==> src/rtl/gmii_video_rx_parser.sv <==
// GMII receive parser for one partial video line per Ethernet frame.
// Emits one line-FIFO write per RGB pixel and counts good and aborted frames.
module gmii_video_rx_parser #(
  parameter logic [15:0] ETHERTYPE = 16'h3776,
  parameter logic [11:0] NPIX      = 12'd640
) (
  input  logic        clk125m,
  input  logic        reset,
  input  logic        gmii_rxdv,
  input  logic        gmii_rxer,
  input  logic [7:0]  gmii_rxd,
  input  logic        fifo_full,
  output logic        fifo_wr_en,
  output logic [11:0] y_din,
  output logic [11:0] x_din,
  output logic [23:0] pix_din,
  output logic [15:0] pkt_ok_cnt,
  output logic [15:0] err_cnt
);

  typedef enum logic [2:0] {IDLE, PRE, HDR, VHDR, PIX, DROP} state_t;

  state_t      state, state_nx;
  logic        rxdv_q, rxer_q;
  logic [7:0]  rxd_q;
  logic [3:0]  bcnt, bcnt_nx;
  logic [1:0]  phase, phase_nx;
  logic [11:0] pcnt, pcnt_nx;
  logic [11:0] y_reg, y_nx, x_reg, x_nx;
  logic [7:0]  r_reg, r_nx, g_reg, g_nx, eth_hi, eth_hi_nx;
  logic        wr, ok_inc, err_inc;

  always_comb begin
    state_nx  = state;
    bcnt_nx   = bcnt;
    phase_nx  = phase;
    pcnt_nx   = pcnt;
    y_nx      = y_reg;
    x_nx      = x_reg;
    r_nx      = r_reg;
    g_nx      = g_reg;
    eth_hi_nx = eth_hi;
    wr        = 1'b0;
    ok_inc    = 1'b0;
    err_inc   = 1'b0;
    case (state)
      IDLE: begin
        if (rxdv_q) state_nx = (rxd_q == 8'h55) ? PRE : DROP;
      end
      PRE: begin
        if (!rxdv_q) begin
          state_nx = IDLE;
          err_inc  = 1'b1;
        end else if (rxer_q || (rxd_q != 8'h55 && rxd_q != 8'hD5)) begin
          state_nx = DROP;
          err_inc  = 1'b1;
        end else if (rxd_q == 8'hD5) begin
          state_nx = HDR;
          bcnt_nx  = 4'd0;
        end
      end
      HDR: begin
        if (!rxdv_q) begin
          state_nx = IDLE;
          err_inc  = 1'b1;
        end else if (rxer_q) begin
          state_nx = DROP;
          err_inc  = 1'b1;
        end else begin
          bcnt_nx = bcnt + 4'd1;
          if (bcnt == 4'd12) eth_hi_nx = rxd_q;
          // A foreign ethertype is not an error, just traffic for someone else.
          if (bcnt == 4'd13) begin
            bcnt_nx  = 4'd0;
            state_nx = ({eth_hi, rxd_q} == ETHERTYPE) ? VHDR : DROP;
          end
        end
      end
      VHDR: begin
        if (!rxdv_q) begin
          state_nx = IDLE;
          err_inc  = 1'b1;
        end else if (rxer_q) begin
          state_nx = DROP;
          err_inc  = 1'b1;
        end else begin
          bcnt_nx = bcnt + 4'd1;
          case (bcnt[1:0])
            2'd0: y_nx[11:8] = rxd_q[3:0];
            2'd1: y_nx[7:0]  = rxd_q;
            2'd2: x_nx[11:8] = rxd_q[3:0];
            default: begin
              x_nx[7:0] = rxd_q;
              state_nx  = PIX;
              phase_nx  = 2'd0;
              pcnt_nx   = 12'd0;
            end
          endcase
        end
      end
      PIX: begin
        if (!rxdv_q) begin
          // Trailing partial pixel is discarded; any complete pixel makes it a good frame.
          state_nx = IDLE;
          ok_inc   = (pcnt != 12'd0);
          err_inc  = (pcnt == 12'd0);
        end else if (rxer_q) begin
          state_nx = DROP;
          err_inc  = 1'b1;
        end else begin
          case (phase)
            2'd0: begin
              r_nx     = rxd_q;
              phase_nx = 2'd1;
            end
            2'd1: begin
              g_nx     = rxd_q;
              phase_nx = 2'd2;
            end
            default: begin
              phase_nx = 2'd0;
              if (fifo_full) begin
                state_nx = DROP;
                err_inc  = 1'b1;
              end else begin
                wr      = 1'b1;
                x_nx    = x_reg + 12'd1;
                pcnt_nx = pcnt + 12'd1;
                if (pcnt + 12'd1 == NPIX) begin
                  state_nx = DROP;
                  ok_inc   = 1'b1;
                end
              end
            end
          endcase
        end
      end
      default: begin
        if (!rxdv_q) state_nx = IDLE;
      end
    endcase
  end

  always_ff @(posedge clk125m) begin
    if (reset) begin
      rxdv_q     <= 1'b0;
      rxer_q     <= 1'b0;
      rxd_q      <= 8'd0;
      state      <= IDLE;
      bcnt       <= 4'd0;
      phase      <= 2'd0;
      pcnt       <= 12'd0;
      fifo_wr_en <= 1'b0;
      y_din      <= 12'd0;
      x_din      <= 12'd0;
      pix_din    <= 24'd0;
      pkt_ok_cnt <= 16'd0;
      err_cnt    <= 16'd0;
    end else begin
      rxdv_q     <= gmii_rxdv;
      rxer_q     <= gmii_rxer;
      rxd_q      <= gmii_rxd;
      state      <= state_nx;
      bcnt       <= bcnt_nx;
      phase      <= phase_nx;
      pcnt       <= pcnt_nx;
      fifo_wr_en <= wr;
      if (wr) begin
        y_din   <= y_reg;
        x_din   <= x_reg;
        pix_din <= {r_reg, g_reg, rxd_q};
      end
      pkt_ok_cnt <= pkt_ok_cnt + {15'd0, ok_inc};
      err_cnt    <= err_cnt + {15'd0, err_inc};
    end
  end

  always_ff @(posedge clk125m) begin
    y_reg  <= y_nx;
    x_reg  <= x_nx;
    r_reg  <= r_nx;
    g_reg  <= g_nx;
    eth_hi <= eth_hi_nx;
  end

endmodule

==> config.mk <==
export PLATFORM = sky130hd
export DESIGN_NAME = gmii_video_rx_parser
export DESIGN_NICKNAME = d
export VERILOG_FILES = /design/src/rtl/gmii_video_rx_parser.sv
export SDC_FILE = /design/constraint.sdc
export NUM_CORES = 1
export LEC_CHECK = 0
export ABC_AREA = 1
export BUFFER_PORTS_ARGS = -buffer_cell sky130_fd_sc_hd__buf_4
export CAP_MARGIN = 20
export CORE_MARGIN = 2
export CORE_UTILIZATION = 50
export DETAILED_ROUTE_END_ITERATION = 12
export PLACE_DENSITY = 0.68
export SLEW_MARGIN = 20
export SYNTH_ARGS = -nofsm -noshare
export SYNTH_HDL_FRONTEND = slang
export SYNTH_SLANG_ARGS = --single-unit
==> constraint.sdc <==
create_clock -name clk125m -period 3.03 [get_ports clk125m]
set_input_delay 0.4545 -clock clk125m [delete_from_list [all_inputs] [get_ports clk125m]]
set_output_delay 0.4545 -clock clk125m [all_outputs]
set_load 0.05 [all_outputs]
Word-level counts from Yosys, hierarchy flattened:

Cells that the tools add are included.

* flip-flop bits (word level): 160
* input port bits: 13
* output and inout bits: 81
* word-level logic and storage cells: 155

* add/subtract/negate cells: 5
* eq/ne operators: 35
* muxes and demuxes: 72
* bitwise gates (word level): 1
* reduce and logical (&&, ||, !) cells: 22

Operator list (number)
* 12-bit 2-to-1 mux: 13
* 3-bit 2-to-1 mux: 18
* 12-bit case mux with 2 select lines: 2
* 4-bit 2-to-1 mux: 9
* 16-bit by 1-bit adder with 16-bit output: 2
* 2-bit != test, second input constant: 13
* 12-bit by 1-bit adder with 12-bit output, second input constant: 2
* 8-bit AND reduction: 3
* 4-bit AND reduction: 5
* 1-bit 2-to-1 mux: 19
* 16-bit by 14-bit equality test with 1-bit output, second input constant: 1
* 4-bit != test, second input constant: 4
* 3-bit case mux with 5 select lines: 1
* 12-bit by 10-bit equality test with 1-bit output, second input constant: 1
* 12-bit logical NOT: 1
* 4-bit case mux with 3 select lines: 1
* 12-bit nonzero test: 1
* 2-bit 2-to-1 mux: 5
* 4-bit equality test, second input constant: 2
* 8-bit by 7-bit equality test with 1-bit output, second input constant: 1
* 8-bit equality test, second input constant: 1
* 8-bit 2-to-1 mux: 1
* 8-bit by 7-bit != test with 1-bit output, second input constant: 1
* 8-bit != test, second input constant: 1
* 22 further kinds: 27

Logic depth before layout (Yosys ltp):

* depth in word-level cells: 9
* gate-level depth with buffers: 21
* depth with buffers taken out: 21

Worst setup path before layout:

No wires, ideal clock.

* path type: register -> register
* from: register pcnt[1]
* to: register pkt_ok_cnt[12]
* library setup time: 0.078 ns
* data arrival time: 2.584 ns
* data required time: 2.952 ns
* setup slack: 0.368 ns
* stages on the path, launching flop included: 20
* path buffers: 0
* clock period less this slack: 2.662 ns
* cell sequence: dfxtp_1 -> ha_1 -> nand3_2 -> nor2_2 -> nand3_1 -> nand2_1 -> nand3_1 -> nor2_1 -> nand2_1 -> o22ai_1 -> ha_1 -> ha_1 -> nand2_1 -> inv_1 -> nand2_1 -> nor4_4 -> nand4_1 -> nor2_1 -> nor2_1 -> nor3_1

* word-level cells in the longest chain between the ends: 9
* elaborated cells between the ends (all ways): 10
* classes of those cells: add/sub: 2; eq/ne: 1; mux: 6; reduce/logical: 1

RTL lines
* from (decl): RTL line 28 `logic [11:0] pcnt, pcnt_nx;`
* from (signal assigned): RTL line 166 `pcnt <= pcnt_nx;`
* 12-bit by 1-bit adder with 12-bit output: RTL line 129 `if (pcnt + 12'd1 == NPIX) begin`
* 12-bit by 10-bit equality test with 1-bit output: RTL line 129
* 1-bit 2-to-1 mux: RTL line 129
* 1-bit 2-to-1 mux: RTL line 122 `if (fifo_full) begin`
* 1-bit 2-to-1 mux: RTL line 111 `case (phase)`
* 1-bit 2-to-1 mux: RTL line 107 `end else if (rxer_q) begin`
* 1-bit 2-to-1 mux (*): RTL line 102 `if (!rxdv_q) begin`
* 1-bit 2-to-1 mux (*): RTL line 46 `case (state)`
* 16-bit by 1-bit adder with 16-bit output (*): RTL line 173 `pkt_ok_cnt <= pkt_ok_cnt + {15'd0, ok_inc};`
* to (signal assigned): RTL line 173
* to (decl): RTL line 17 `output logic [15:0] pkt_ok_cnt,`

Every way passes the cells marked *; elsewhere a longest branch is shown, timed or not.
A chain may end at the register's enable or synchronous reset.

Worst setup path after layout:

Ends and elaborated chain as after synthesis.

==> results.json <==
{
  "synth_top_area_share_pct": 32.9,
  "irDropWorstVdd_uv": 390,
  "power.density_mw_per_mm2": 615,
  "setup_viol_count_final": 0,
  "syn-instance-count": 806,
  "fp.dieH_um": 121,
  "power_w": 0.00518,
  "synth_edf_count": 48,
  "layout_worst_path_cycle_share_pct": 94.9,
  "place_ws_ns": 0.0395,
  "synth_area_mm2": 0.00683,
  "arrival_ns": 3.21,
  "numCtsBuffers": 17,
  "top_regs": "pix_din x24, err_cnt x16, pkt_ok_cnt x16",
  "power.leakage_nw": 3.37,
  "clk_pin_slew_ns": 0.07,
  "required_ns": 3.37,
  "worstPathMaxFanout": 6,
  "ys_types": 44,
  "grt_max_degree": 54,
  "synth_async_sr_flop_share_pct": 0,
  "antenna_found_initial": 0,
  "end_kind": "register",
  "h-tree-depth": 4,
  "post-dp-hpwl_um": 10700,
  "wl_per_cell_um": 14.1,
  "regMostFlops": "pix_din",
  "ys_ff_latch": 160,
  "dr.pass1.iters": 5,
  "drc": 0,
  "port_buffers": 93,
  "setup_tns_ns": 0,
  "outcome": "completed",
  "yosysWarnings": 0,
  "drt_wl_total_um": 15400,
  "synth_area_leader_cell": "dfxtp_1",
  "antenna_left": 0,
  "cts-root-buf": "clkbuf_16",
  "min_path_type": "input port to register",
  "synth_seq_area_share_pct": 54.0,
  "fmax_mhz": 348,
  "grt_overflow": 0,
  "clock-sinks": 160,
  "crit_path_top_delay_cell": "dfxtp_4",
  "slew-limit-headroom_pct": 43.1,
  "vias": 5700,
  "vias_per_cell": 5.20,
  "core_area_mm2": 0.0133,
  "cts_tree": "built",
  "grt_pass1_wl_um": 25000,
  "path_cells": "ha_4 > nand3_4 > nor2_4 > nand3_1 > nand2_1 > nand3_1 > nor2_1 > nand2_1 > o22ai_2 > ha_2 > ha_4 > nand2_1 > inv_2 > nand2_4 > nor4_4 > nand4_1 > nor2_1 > nor2_1 > nor3_1",
  "first_iter_violations": 389,
  "synth_area_per_cell_um2": 8.47,
  "cts_buffer_depth": 2,
  "crit_type": "register to register",
  "die_area_mm2": 0.0146,
  "chipWidth_um": 121,
  "ys_top_cells_by_area": "dfxtp_1 (33%), edfxtp_1 (21%), nor2_1 (8.1%)",
  "setup_ws_ns": 0.154,
  "final_area_mm2": 0.00842,
  "dpl_cell_area_mm2": 0.00771,
  "io_pins": 94,
  "nets": 933,
  "tightest_slew_ns": 0.849,
  "slowest_delay_ns": 0.39,
  "slew_viol_final": 0,
  "antenna_cells": 0,
  "critPathLaunchType": "register",
  "drive_gt1_share_pct": 21.1,
  "areaGrowthSynthToFinish_pct": 23.3,
  "start_util_pct": 51.3,
  "hold_viol": 0,
  "fin_crit_ns": 2.88,
  "post-route-util_pct": 63.3,
  "largest_reg_flops": 24,
  "fin_skew_ns": 0.00808,
  "reg2reg_slack_ns": 0.15,
  "rows": 42,
  "gp_congestion": 0.885,
  "synthFlopType": "dfxtp_1",
  "grt_usage_pct": 21.8,
  "maxCapViolations": 0,
  "synth_nets": 832,
  "grt_pass1_vias": 5184,
  "insertion_delay_ns": 0.43
}
[critical path: cells and delay by family (launching register included)]
family,cells,cell delay [ns]
DFF,1,0.39
adders and majority gates,3,0.51
AOI/OAI and AO/OA,1,0.13
and+or+nand+nor,14,1.69
buffers and inverters,1,0.07
[layout make-up]
class / count / area, um2
timing repair buffer: 111 / 846
inverter: 85 / 320
clock inverter: 12 / 121
multi-input combinational: 532 / 2740
tap: 176 / 220
fill: 1153 / 4880
sequential: 160 / 3700
clock buffer: 20 / 468
[report_power, final]
group	switching, W	internal [W]	leakage (nW)	total, W
combinational	0.000477	0.000214	1.74	0.000691
sequential	0.0000862	0.00231	1.35	0.00239
clock	0.000879	0.00122	0.284	0.00210
total	0.00144	0.00374	3.37	0.00518
[cell usage in the layout, fill, tap and decap left out, types with 4 or more instances in the layout]
cell type / count
o21ai_0: 71
nand4_1: 12
inv_1: 76
xnor2_1: 5
nor3_1: 15
dfxtp_2: 7
a211oi_1: 4
inv_6: 4
nand3_1: 36
clkinv_4: 4
dfxtp_1: 103
edfxtp_1: 48
clkbuf_16: 18
inv_2: 8
nand2_1: 117
ha_1: 10
nor2_1: 148
nand2_2: 4
o21ai_1: 4
xor2_1: 8
a21oi_1: 49
nor2_4: 5
buf_4: 110
[timing repair]
| item | 4_1_cts | 5_1_grt |
|---|---|---|
| hold buffers | 0 | 0 |
| setup endpoints to repair | 0 | 7 |
| buffers inserted | 0 | 3 |
| resized for setup | 0 | 27 |
[through the flow]
step                      hold WS, ns  cells
after floorplan                 0.465    806
after global placement          0.465   1061
after detailed placement        0.472   1061
after CTS                       0.217   1093
after global routing            0.234   1096
final                           0.225   1096
[path summary, 6_finish.rpt]
path              cells after the start                         to                 startpoint
setup / recovery                     19  pkt_ok_cnt[12]$_SDFF_PP0_       pcnt[1]$_SDFFE_PP0P_
hold / removal                        3          rxer_q$_SDFF_PP0_                  gmii_rxer
setup reg to reg                     19  pkt_ok_cnt[12]$_SDFF_PP0_       pcnt[1]$_SDFFE_PP0P_
hold reg to reg                       2  pkt_ok_cnt[15]$_SDFF_PP0_  pkt_ok_cnt[15]$_SDFF_PP0_
[Yosys cell counts (all sizes together) (2+ instances only)]
cell / count
edfxtp: 48
nand3b: 2
nand4: 12
a211oi: 4
buf: 11
a21oi: 49
a22oi: 4
or2: 3
ha: 13
nor4: 4
a31oi: 2
o22ai: 3
xnor2: 5
nand3: 39
o21bai: 2
nor2: 155
nor3b: 4
inv: 84
xor2: 8
nand2: 123
nor3: 20
dfxtp: 112
o21ai: 76
clkbuf: 18
[cells by family after synthesis]
| group | count (synthesis) | synth area share [%] |
|---|---|---|
| compound gates | 144 | 11.3 |
| xor+xnor | 13 | 1.67 |
| fa+ha+maj | 13 | 2.38 |
| flops | 160 | 54.0 |
| simple gates | 362 | 23.7 |
| buf+inv | 114 | 6.98 |
[metal layers]
metal	routed length, um	track usage (%)	vias up
li1	-	-	2855
met1	7030	28.4	2671
met2	7330	35.3	144
met3	743	5.05	30
met4	332	8.21	0
met5	0	0	-
No activity file was read; power rests on OpenSTA's default activity.
